### config.mk
export PLATFORM = sky130hd
export DESIGN_NAME = time_param_programmer
export DESIGN_NICKNAME = d
export VERILOG_FILES = /design/src/rtl/time_param_programmer_pkg.sv /design/src/rtl/time_param_programmer_rise_edge_detect.sv /design/src/rtl/time_param_programmer.sv
export SDC_FILE = /design/constraint.sdc
export NUM_CORES = 1
export LEC_CHECK = 0
export ABC_AREA = 0
export BUFFER_PORTS_ARGS = -buffer_cell sky130_fd_sc_hd__buf_2
export CORE_UTILIZATION = 41
export CTS_BUF_LIST = sky130_fd_sc_hd__clkbuf_8
export DETAILED_ROUTE_END_ITERATION = 12
export PLACE_DENSITY = 0.61
export SYNTH_ARGS = -nofsm -noshare
export SYNTH_HDL_FRONTEND = slang
export SYNTH_SLANG_ARGS = --single-unit
### constraint.sdc
create_clock -name clk -period 3.8 [get_ports clk]
set_clock_uncertainty 0.1 [all_clocks]
set_input_delay 0.95 -clock clk [delete_from_list [all_inputs] [get_ports clk]]
set_output_delay 0.95 -clock clk [all_outputs]
set_load 0.01 [all_outputs]
### src/rtl/time_param_programmer_pkg.sv
// ----------------------------------------------------------------------------
// time_param_programmer_pkg
//   Shared definitions for the alarm time-parameter store and its write-side
//   programmer. It holds the slot indices, the default delays in seconds, and
//   the programmer state type.
// ----------------------------------------------------------------------------
package time_param_programmer_pkg;

   // Parameter slot indices, as seen on time_parameter_selector
   localparam int unsigned SEL_ARM       = 0;
   localparam int unsigned SEL_DRIVER    = 1;
   localparam int unsigned SEL_PASSENGER = 2;
   localparam int unsigned SEL_ALARM_ON  = 3;

   // Power-on default delays (seconds) held by the store
   localparam int unsigned DEF_ARM_DELAY       = 6;
   localparam int unsigned DEF_DRIVER_DELAY    = 8;
   localparam int unsigned DEF_PASSENGER_DELAY = 15;
   localparam int unsigned DEF_ALARM_ON_DELAY  = 10;

   typedef enum logic [1:0] {
      PROG_IDLE    = 2'd0,
      PROG_WRITE   = 2'd1,
      PROG_CONFIRM = 2'd2,
      PROG_ERROR   = 2'd3
   } prog_state_e;

endpackage

### src/rtl/time_param_programmer_rise_edge_detect.sv
// ----------------------------------------------------------------------------
// time_param_programmer_rise_edge_detect
//   Rising-edge detector for a level input. It produces a 1-cycle pulse.
//   RESET_VAL sets the remembered previous level after reset. With
//   RESET_VAL=1, an input that is already high when reset is released does
//   not count as an edge.
// Ports
//   clk      in  system clock
//   reset    in  asynchronous, active-high reset
//   level_in in  level to watch
//   rise_out out level_in & ~previous level (combinational)
// ----------------------------------------------------------------------------
module time_param_programmer_rise_edge_detect #(
   parameter logic RESET_VAL = 1'b1
) (
   input  logic clk,
   input  logic reset,
   input  logic level_in,
   output logic rise_out
);

   logic prev_q;
   logic prev_d;

   always_comb begin
      prev_d = level_in;
   end

   always_ff @(posedge clk or posedge reset) begin
      if (reset) prev_q <= RESET_VAL;
      else       prev_q <= prev_d;
   end

   assign rise_out = level_in & ~prev_q;

endmodule

### src/rtl/time_param_programmer.sv
// ----------------------------------------------------------------------------
// time_param_programmer
//   Write-side controller for the alarm time-parameter store. It turns one
//   reprogram press into one validated write over a req/ack handshake.
//   Values below MIN_VALUE are rejected. A store that never answers is timed
//   out. The status LED gives feedback: blinking after a commit, steady on
//   an error.
// Ports
//   clk, reset               clock, asynchronous active-high reset
//   reprogram                debounced button level
//   time_parameter_selector  slot to write
//   time_value               value to write (seconds)
//   one_hz_enable            1-cycle tick for feedback timing
//   wr_req/wr_sel/wr_data    write request and latched payload
//   wr_ack                   store accepted the write
//   commit                   1-cycle pulse on an accepted write
//   busy / error             not idle / in error feedback
//   status_led               feedback LED
//   last_sel / last_value    last committed write
// ----------------------------------------------------------------------------
module time_param_programmer
   import time_param_programmer_pkg::*;
#(
   parameter int unsigned SEL_W         = 2,
   parameter int unsigned VAL_W         = 4,
   parameter int unsigned MIN_VALUE     = 1,
   parameter int unsigned ACK_TIMEOUT   = 15,
   parameter int unsigned CONFIRM_TICKS = 3
) (
   input  logic             clk,
   input  logic             reset,
   input  logic             reprogram,
   input  logic [SEL_W-1:0] time_parameter_selector,
   input  logic [VAL_W-1:0] time_value,
   input  logic             one_hz_enable,
   output logic             wr_req,
   output logic [SEL_W-1:0] wr_sel,
   output logic [VAL_W-1:0] wr_data,
   input  logic             wr_ack,
   output logic             commit,
   output logic             busy,
   output logic             error,
   output logic             status_led,
   output logic [SEL_W-1:0] last_sel,
   output logic [VAL_W-1:0] last_value
);

   localparam int unsigned WAIT_W = $clog2(ACK_TIMEOUT + 1);
   localparam int unsigned TICK_W = $clog2(2 * CONFIRM_TICKS + 1);

   localparam logic [WAIT_W-1:0] WAIT_LAST = WAIT_W'(ACK_TIMEOUT - 1);
   localparam logic [WAIT_W-1:0] WAIT_MAX  = WAIT_W'(ACK_TIMEOUT);
   localparam logic [TICK_W-1:0] CONF_LAST = TICK_W'(2 * CONFIRM_TICKS - 1);
   localparam logic [TICK_W-1:0] ERR_LAST  = TICK_W'(CONFIRM_TICKS - 1);
   localparam logic [TICK_W-1:0] TICK_MAX  = TICK_W'(2 * CONFIRM_TICKS);

   prog_state_e      state_q, state_d;
   logic             wr_req_q, wr_req_d;
   logic [SEL_W-1:0] wr_sel_q, wr_sel_d;
   logic [VAL_W-1:0] wr_data_q, wr_data_d;
   logic             commit_q, commit_d;
   logic             busy_q, busy_d;
   logic             error_q, error_d;
   logic             led_q, led_d;
   logic [SEL_W-1:0] last_sel_q, last_sel_d;
   logic [VAL_W-1:0] last_value_q, last_value_d;
   logic [WAIT_W-1:0] wait_cnt_q, wait_cnt_d;
   logic [TICK_W-1:0] tick_cnt_q, tick_cnt_d;
   logic             press;

   time_param_programmer_rise_edge_detect #(
      .RESET_VAL (1'b1)
   ) u_press_edge (
      .clk      (clk),
      .reset    (reset),
      .level_in (reprogram),
      .rise_out (press)
   );

   // Next state and registered outputs. Outputs are computed here from the
   // transition being taken, so each one changes on the same edge as state.
   always_comb begin
      state_d      = state_q;
      wr_req_d     = wr_req_q;
      wr_sel_d     = wr_sel_q;
      wr_data_d    = wr_data_q;
      commit_d     = 1'b0;
      led_d        = led_q;
      last_sel_d   = last_sel_q;
      last_value_d = last_value_q;

      unique case (state_q)
         PROG_IDLE: begin
            led_d = 1'b0;
            if (press) begin
               wr_sel_d  = time_parameter_selector;
               wr_data_d = time_value;
               if (time_value < VAL_W'(MIN_VALUE)) begin
                  state_d = PROG_ERROR;
                  led_d   = 1'b1;
               end else begin
                  state_d  = PROG_WRITE;
                  wr_req_d = 1'b1;
               end
            end
         end
         PROG_WRITE: begin
            // An ack that arrives in the final timeout cycle still wins
            if (wr_ack) begin
               state_d      = PROG_CONFIRM;
               wr_req_d     = 1'b0;
               commit_d     = 1'b1;
               led_d        = 1'b1;
               last_sel_d   = wr_sel_q;
               last_value_d = wr_data_q;
            end else if (wait_cnt_q == WAIT_LAST) begin
               state_d  = PROG_ERROR;
               wr_req_d = 1'b0;
               led_d    = 1'b1;
            end
         end
         PROG_CONFIRM: begin
            if (one_hz_enable) begin
               if (tick_cnt_q == CONF_LAST) begin
                  state_d = PROG_IDLE;
                  led_d   = 1'b0;
               end else begin
                  led_d = ~led_q;
               end
            end
         end
         PROG_ERROR: begin
            if (one_hz_enable && (tick_cnt_q == ERR_LAST)) begin
               state_d = PROG_IDLE;
               led_d   = 1'b0;
            end
         end
         default: state_d = PROG_IDLE;
      endcase

      busy_d  = (state_d != PROG_IDLE);
      error_d = (state_d == PROG_ERROR);
   end

   // Counters clear on any state change. Because of that, a tick in the
   // entry cycle (still the old state) is never counted.
   always_comb begin
      wait_cnt_d = '0;
      if ((state_q == PROG_WRITE) && (state_d == PROG_WRITE))
         wait_cnt_d = (wait_cnt_q == WAIT_MAX) ? wait_cnt_q : wait_cnt_q + WAIT_W'(1);

      tick_cnt_d = tick_cnt_q;
      if (state_d != state_q)
         tick_cnt_d = '0;
      else if (((state_q == PROG_CONFIRM) || (state_q == PROG_ERROR)) &&
               one_hz_enable && (tick_cnt_q != TICK_MAX))
         tick_cnt_d = tick_cnt_q + TICK_W'(1);
   end

   always_ff @(posedge clk or posedge reset) begin
      if (reset) begin
         state_q      <= PROG_IDLE;
         wr_req_q     <= 1'b0;
         wr_sel_q     <= '0;
         wr_data_q    <= '0;
         commit_q     <= 1'b0;
         busy_q       <= 1'b0;
         error_q      <= 1'b0;
         led_q        <= 1'b0;
         last_sel_q   <= '0;
         last_value_q <= '0;
         wait_cnt_q   <= '0;
         tick_cnt_q   <= '0;
      end else begin
         state_q      <= state_d;
         wr_req_q     <= wr_req_d;
         wr_sel_q     <= wr_sel_d;
         wr_data_q    <= wr_data_d;
         commit_q     <= commit_d;
         busy_q       <= busy_d;
         error_q      <= error_d;
         led_q        <= led_d;
         last_sel_q   <= last_sel_d;
         last_value_q <= last_value_d;
         wait_cnt_q   <= wait_cnt_d;
         tick_cnt_q   <= tick_cnt_d;
      end
   end

   assign wr_req     = wr_req_q;
   assign wr_sel     = wr_sel_q;
   assign wr_data    = wr_data_q;
   assign commit     = commit_q;
   assign busy       = busy_q;
   assign error      = error_q;
   assign status_led = led_q;
   assign last_sel   = last_sel_q;
   assign last_value = last_value_q;

endmodule

==> results.ini, run 1 <==
[timing]
worstMarginPinSlew_ns=0.997
fmax_ghz=0.498
timing.final.crit_share=0.528
setup_violations=0
hold_viol=0
slew_headroom=0.334
rsz0062_at_grt=no
tns_ns=0
slew_violations=0
layout_min_cycle_time_ns=2.01

[placed_design]
dp_cells=164
portBuffers=27
gp_congestion=0.818
dp_hpwl_mm=1.72

[route]
drt_iter0_markers=19
drc_errors=2
first_pass_iters=7
wl_per_cell_um=13.8
drtAntennaViolNets=0
num_vias=872
wl_mm=2.31
viasPerCell=5.19

[floorplan]
coreArea_um2=2830
die_h_um=57.4
row_count=19
fp.dieArea_um2=3300
die_w_um=57.4
start_util=0.445
ios=28

[logic_synthesis]
avgSynthCellArea_um2=11.8
yosys-top-cells-area=dfrtp_1 (52%), mux2_2 (11%), ha_1 (5.0%)
syn-num-nets=123
synth_top_cell_by_area=dfrtp_1
synth_cell_types=31
ys_seq_area_frac=0.538
yosys_warnings=0
synthCells=107
mappedNetlistArea_um2=1260
synth_edf_count=0
async_flop_share=1.00
synth-seq-cells=27
synth_top_area_frac=0.517
ys.flop_type=dfrtp_1

[setup_path]
slowest_stage=or4_1
cp.arrival_ns=2.12
path_max_fanout=2
crit_family=simple AND/OR/NAND/NOR gates
worst-path-buf-inv=1
critPathCaptureType=flip-flop
required_ns=3.92
critPathLaunchType=input pin
worstSetupPathType=input pin to flip-flop
critical_path.max_stage_delay_ns=0.55
cp_cell_sequence=buf_2 > or4_1 > nor4_2 > a311o_2 > mux2_4

[global_routing]
grt_usage=0.159
antenna_found_initial=0
gr-total-overflow=0
grt_max_degree=28
grt_pass1_wl_mm=4.00
grt_pass1_vias=847

[flow_run]
maxCapViolCount=0

[clocking]
hold_buffers=0
root_buffer=clkbuf_8
cts_tree=yes
cts_max_level=1
cts-resized-gates=0
clock_latency_ns=0.27
post-cts-setup-buffers=0
cts_made_buffers=3
clkTransAtPathRegs_ns=0.09
clockBufferDepth=2
cts.sinks=27

[min_path]
min_path_type=flip-flop to flip-flop

[outcome]
violations=design-rule violations
status=finished, violations left

[layout]
final_layout_size_suffix_gt1_frac=0.365
diodes=0
fillers=274
fin_cells=168
final_cell_mix=buf_2 (27), dfrtp_1 (26), nor2_1 (13), mux2_2 (12), inv_1 (9)
nNetsFinal=154
syn_to_final_growth_pct=16.5
layout_commonest_cell=buf_2

[power]
cellPowerDensity_nw_per_um2=742
peakVddDrop_uv=262
cellLeakagePower_uw=0.000715
finalPower_uw=1090

## cells by family after synthesis
group,Yosys count,synth area share
compound gates,18,0.100
xor+xnor,2,0.0139
fa+ha+maj,5,0.0497
buf+inv,9,0.0328
flops,27,0.538
mux,14,0.127
simple gates,32,0.138
## power breakdown
group          internal, uW  switching (uW)  total (uW)
Sequential              403             101         504
Clock                  72.3            86.4         159
Combinational           222             204         426
Total                   697             392        1090
## stage by stage
stage          utilization  setup WS, ns  hold slack, ns  cell area (um2)
6_report             0.518          1.79           0.406             1470
5_1_grt              0.518          1.75           0.426             1470
4_1_cts              0.518          1.79           0.409             1470
3_5_place_dp         0.502          1.51           0.386             1420
3_3_place_gp         0.502          1.51           0.382             1420
2_1_floorplan            -          1.70           0.411             1260
## synthesized netlist by cell type (2+ instances only)
cell type   n
nor2_1     13
o21ai_0     3
nand3_1     2
xnor2_1     2
inv_1       8
nand3b_1    2
dfrtp_1    26
ha_1        5
a211oi_1    5
a31oi_1     4
a21oi_1     2
mux2_2     12
nand2_1     5
## state kept, by name (all words and copies together) (netlist names)
register,flops
last_value,4
busy,1
status_led,1
state_q,2
error,1
tick_cnt_q,3
wr_data,4
wait_cnt_q,4
u_press_edge.prev_q,1
commit,1
last_sel,2
wr_req,1
wr_sel,2
## per-layer routing
layer | routed length (um) | global-route usage | share of wire
met1 | 1160 | 0.222 | 0.50
met4 | 17 | 0.0627 | 0.0074
met3 | 60 | 0.0295 | 0.026
met5 | 0 | 0 | 0
met2 | 1080 | 0.244 | 0.47
## final timing paths
path                                      end  cells after the start           from  slack (ns)
min in group asynchronous         last_sel[0]                      2          reset        0.81
worst min-delay path            last_value[2]                      1  last_value[2]        0.41
worst max-delay path               status_led                      5  time_value[0]        1.79
worst max register to register     status_led                      4     state_q[1]        1.94
worst min register to register  last_value[2]                      1  last_value[2]        0.41
max in group asynchronous       last_value[3]                      2          reset        2.19
## layout make-up
class | count | area [um2] | share of cell area
clock inverters | 1 | 3.75 | 0.00256
multi-input cells | 71 | 541 | 0.369
repair buffers | 27 | 135 | 0.0922
flip-flops and latches | 27 | 677 | 0.462
clock buffers | 3 | 41.3 | 0.0282
inverters | 8 | 30.0 | 0.0205
well taps | 31 | 38.8 | 0.0265
(Power assumes the default switching activity.)
==> inputs of run 2 (changes only) <==
==> constraint.sdc (replaced) <==
create_clock -name clk -period 1.9 [get_ports clk]
set_clock_uncertainty 0.1 [all_clocks]
set_input_delay 0.475 -clock clk [delete_from_list [all_inputs] [get_ports clk]]
set_output_delay 0.475 -clock clk [all_outputs]
set_load 0.01 [all_outputs]
==> run 2 against run 1 <==
Net effect:
- the run still ends with design-rule violations left
- register-to-register slack worse by 1.8 ns
- first-iteration DRC count up 5.3%
- sequential power up 97%
- global-route usage down 0.49 points
- sequential cell count unchanged
- non-clock buffer count up 4
- total power up 100%
- routed wire length down 0.91%
- clock power up 94%
- via count up 3.6%
- critical endpoint is now busy
==> results.ini, run 2 (same netlist as run 1, synthesis figures left out) <==
[layout]
nNetsFinal=158
multi_input_area_um2=541
final_cell_mix=buf_2 (27), dfrtp_1 (25), nor2_1 (13), mux2_2 (12), inv_1 (9)
seqCellArea_um2=678
final_layout_size_suffix_gt1_frac=0.390
diodes=0
syn_to_final_growth_pct=19.0
layout_commonest_cell=buf_2
fillers=269

[floorplan]
die_w_um=57.4
start_util=0.445
die_h_um=57.4
row_count=19
fp.dieArea_um2=3300
ios=28
coreArea_um2=2830

[clocking]
cts_made_buffers=3
cts.sinks=27
clkTransAtPathRegs_ns=0.09
cts_tree=yes
clock_latency_ns=0.26
cts_max_level=1
clockBufferDepth=2
root_buffer=clkbuf_8
hold_buffers=0

[power]
cellLeakagePower_uw=0.000733
comb_power_share=0.406
p_switching_uw=776
peakVddDrop_uv=630
cellPowerDensity_nw_per_um2=1470
finalPower_uw=2190
p_sw_frac=0.354
p_int_uw=1420
clkPwrFrac=0.140
seqPwrFrac=0.454

[timing]
layout_min_cycle_time_ns=1.72
timing.final.crit_share=0.907
worstMarginPinSlew_ns=0.363
fmax_ghz=0.580
tns_ns=0
setup_violations=0
slew_violations=0
rsz0062_at_grt=no
slew_headroom=0.757
hold_viol=0

[setup_path]
slowest_stage=dfrtp_1
r2r_end=busy
ff2ff_path_depth=6
worstReg2RegStart=tick_cnt_q[0]
r2r_setup_slack_ns=0.18
critPathLaunchType=flip-flop
path_max_fanout=5
critical_path.max_stage_delay_ns=0.42
cp.arrival_ns=1.77
crit_family=compound AO/OA/AOI/OAI gates
worstSetupPathType=flip-flop to flip-flop
worst-path-buf-inv=1
critPathCaptureType=flip-flop
required_ns=1.95
cp_cell_sequence=inv_1 > ha_1 > nand3b_1 > a21bo_2 > a211oi_1 > nand2_1

[global_routing]
gr-total-overflow=0
antenna_found_initial=0
grt_pass1_wl_mm=3.94
grt_max_degree=28
grt_pass1_vias=873
grt_usage=0.154

[route]
drtAntennaViolNets=0
wl_mm=2.29
first_pass_iters=8
wl_per_cell_um=13.3
drc_errors=2
num_vias=903
drt_iter0_markers=20
viasPerCell=5.25

[placed_design]
dp_hpwl_mm=1.71
portBuffers=27
gp_congestion=0.772

[flow_run]
maxCapViolCount=0

[outcome]
violations=design-rule violations
status=finished, violations left

[min_path]
min_path_type=input pin to async pin

-- run 2: changes by cell type in the layout (fill, tap and decap cells not counted), sizes merged --
cell / change
buf: +4
-- run 2: per-layer routing --
metal	part of all wire	GRT usage	routed length, um
met4	0.0070	0.0662	16
met5	0	0	0
met2	0.47	0.233	1090
met3	0.035	0.0317	81
met1	0.48	0.214	1100
-- run 2: power by group through the flow --
stage	Combinational [uW]	Clock (uW)	Sequential (uW)
after floorplan	549	0	1050
after global placement	879	0	995
after detailed placement	905	0	1010
after CTS	905	317	996
after global routing	992	340	1030
final	891	308	995
-- run 2: what timing repair did --
action | CTS | global route
setup buffers | 0 | 0
setup endpoints to repair | 0 | 1
gates resized for setup | 0 | 1
-- run 2: worst max path at each step --
| stage | slack (ns) | endpoint | cells past startpoint | start |
|---|---|---|---|---|
| global placement | 0.11 | status_led | 5 | time_value[0] |
| finish | 0.18 | busy | 6 | tick_cnt_q[0] |
| CTS | 0.14 | tick_cnt_q[1] | 6 | wait_cnt_q[0] |
| floorplan | 0.19 | status_led | 5 | wait_cnt_q[0] |
| detailed placement | 0.07 | status_led | 5 | time_value[0] |
| global route | 0.02 | tick_cnt_q[1] | 6 | tick_cnt_q[0] |
-- run 2: cell type report --
cell class | instances | share of cell area
Sequential cell | 27 | 0.453
Multi-Input combinational cell | 71 | 0.361
Timing Repair Buffer | 31 | 0.110
Clock buffer | 3 | 0.0276
Tap cell | 31 | 0.0259
Inverter | 8 | 0.0201
Clock inverter | 1 | 0.00251
-- run 2: tightest hold or removal path, cell delays in order --
cell and delay [ns]:
buf_2 0.09, inv_1 0.04, buf_4 0.31
-- run 2: through the flow --
stage | area [um2] | cells | util | worst slack (ns) | hold WS, ns
after floorplan | 1260 | 107 | - | 0.194 | 0.379
after global placement | 1450 | 168 | 0.513 | 0.111 | 0.379
after detailed placement | 1450 | 168 | 0.513 | 0.0704 | 0.390
after CTS | 1500 | 172 | 0.529 | 0.145 | 0.168
after global routing | 1500 | 172 | 0.529 | 0.0186 | 0.193
final | 1500 | 172 | 0.529 | 0.177 | 0.155
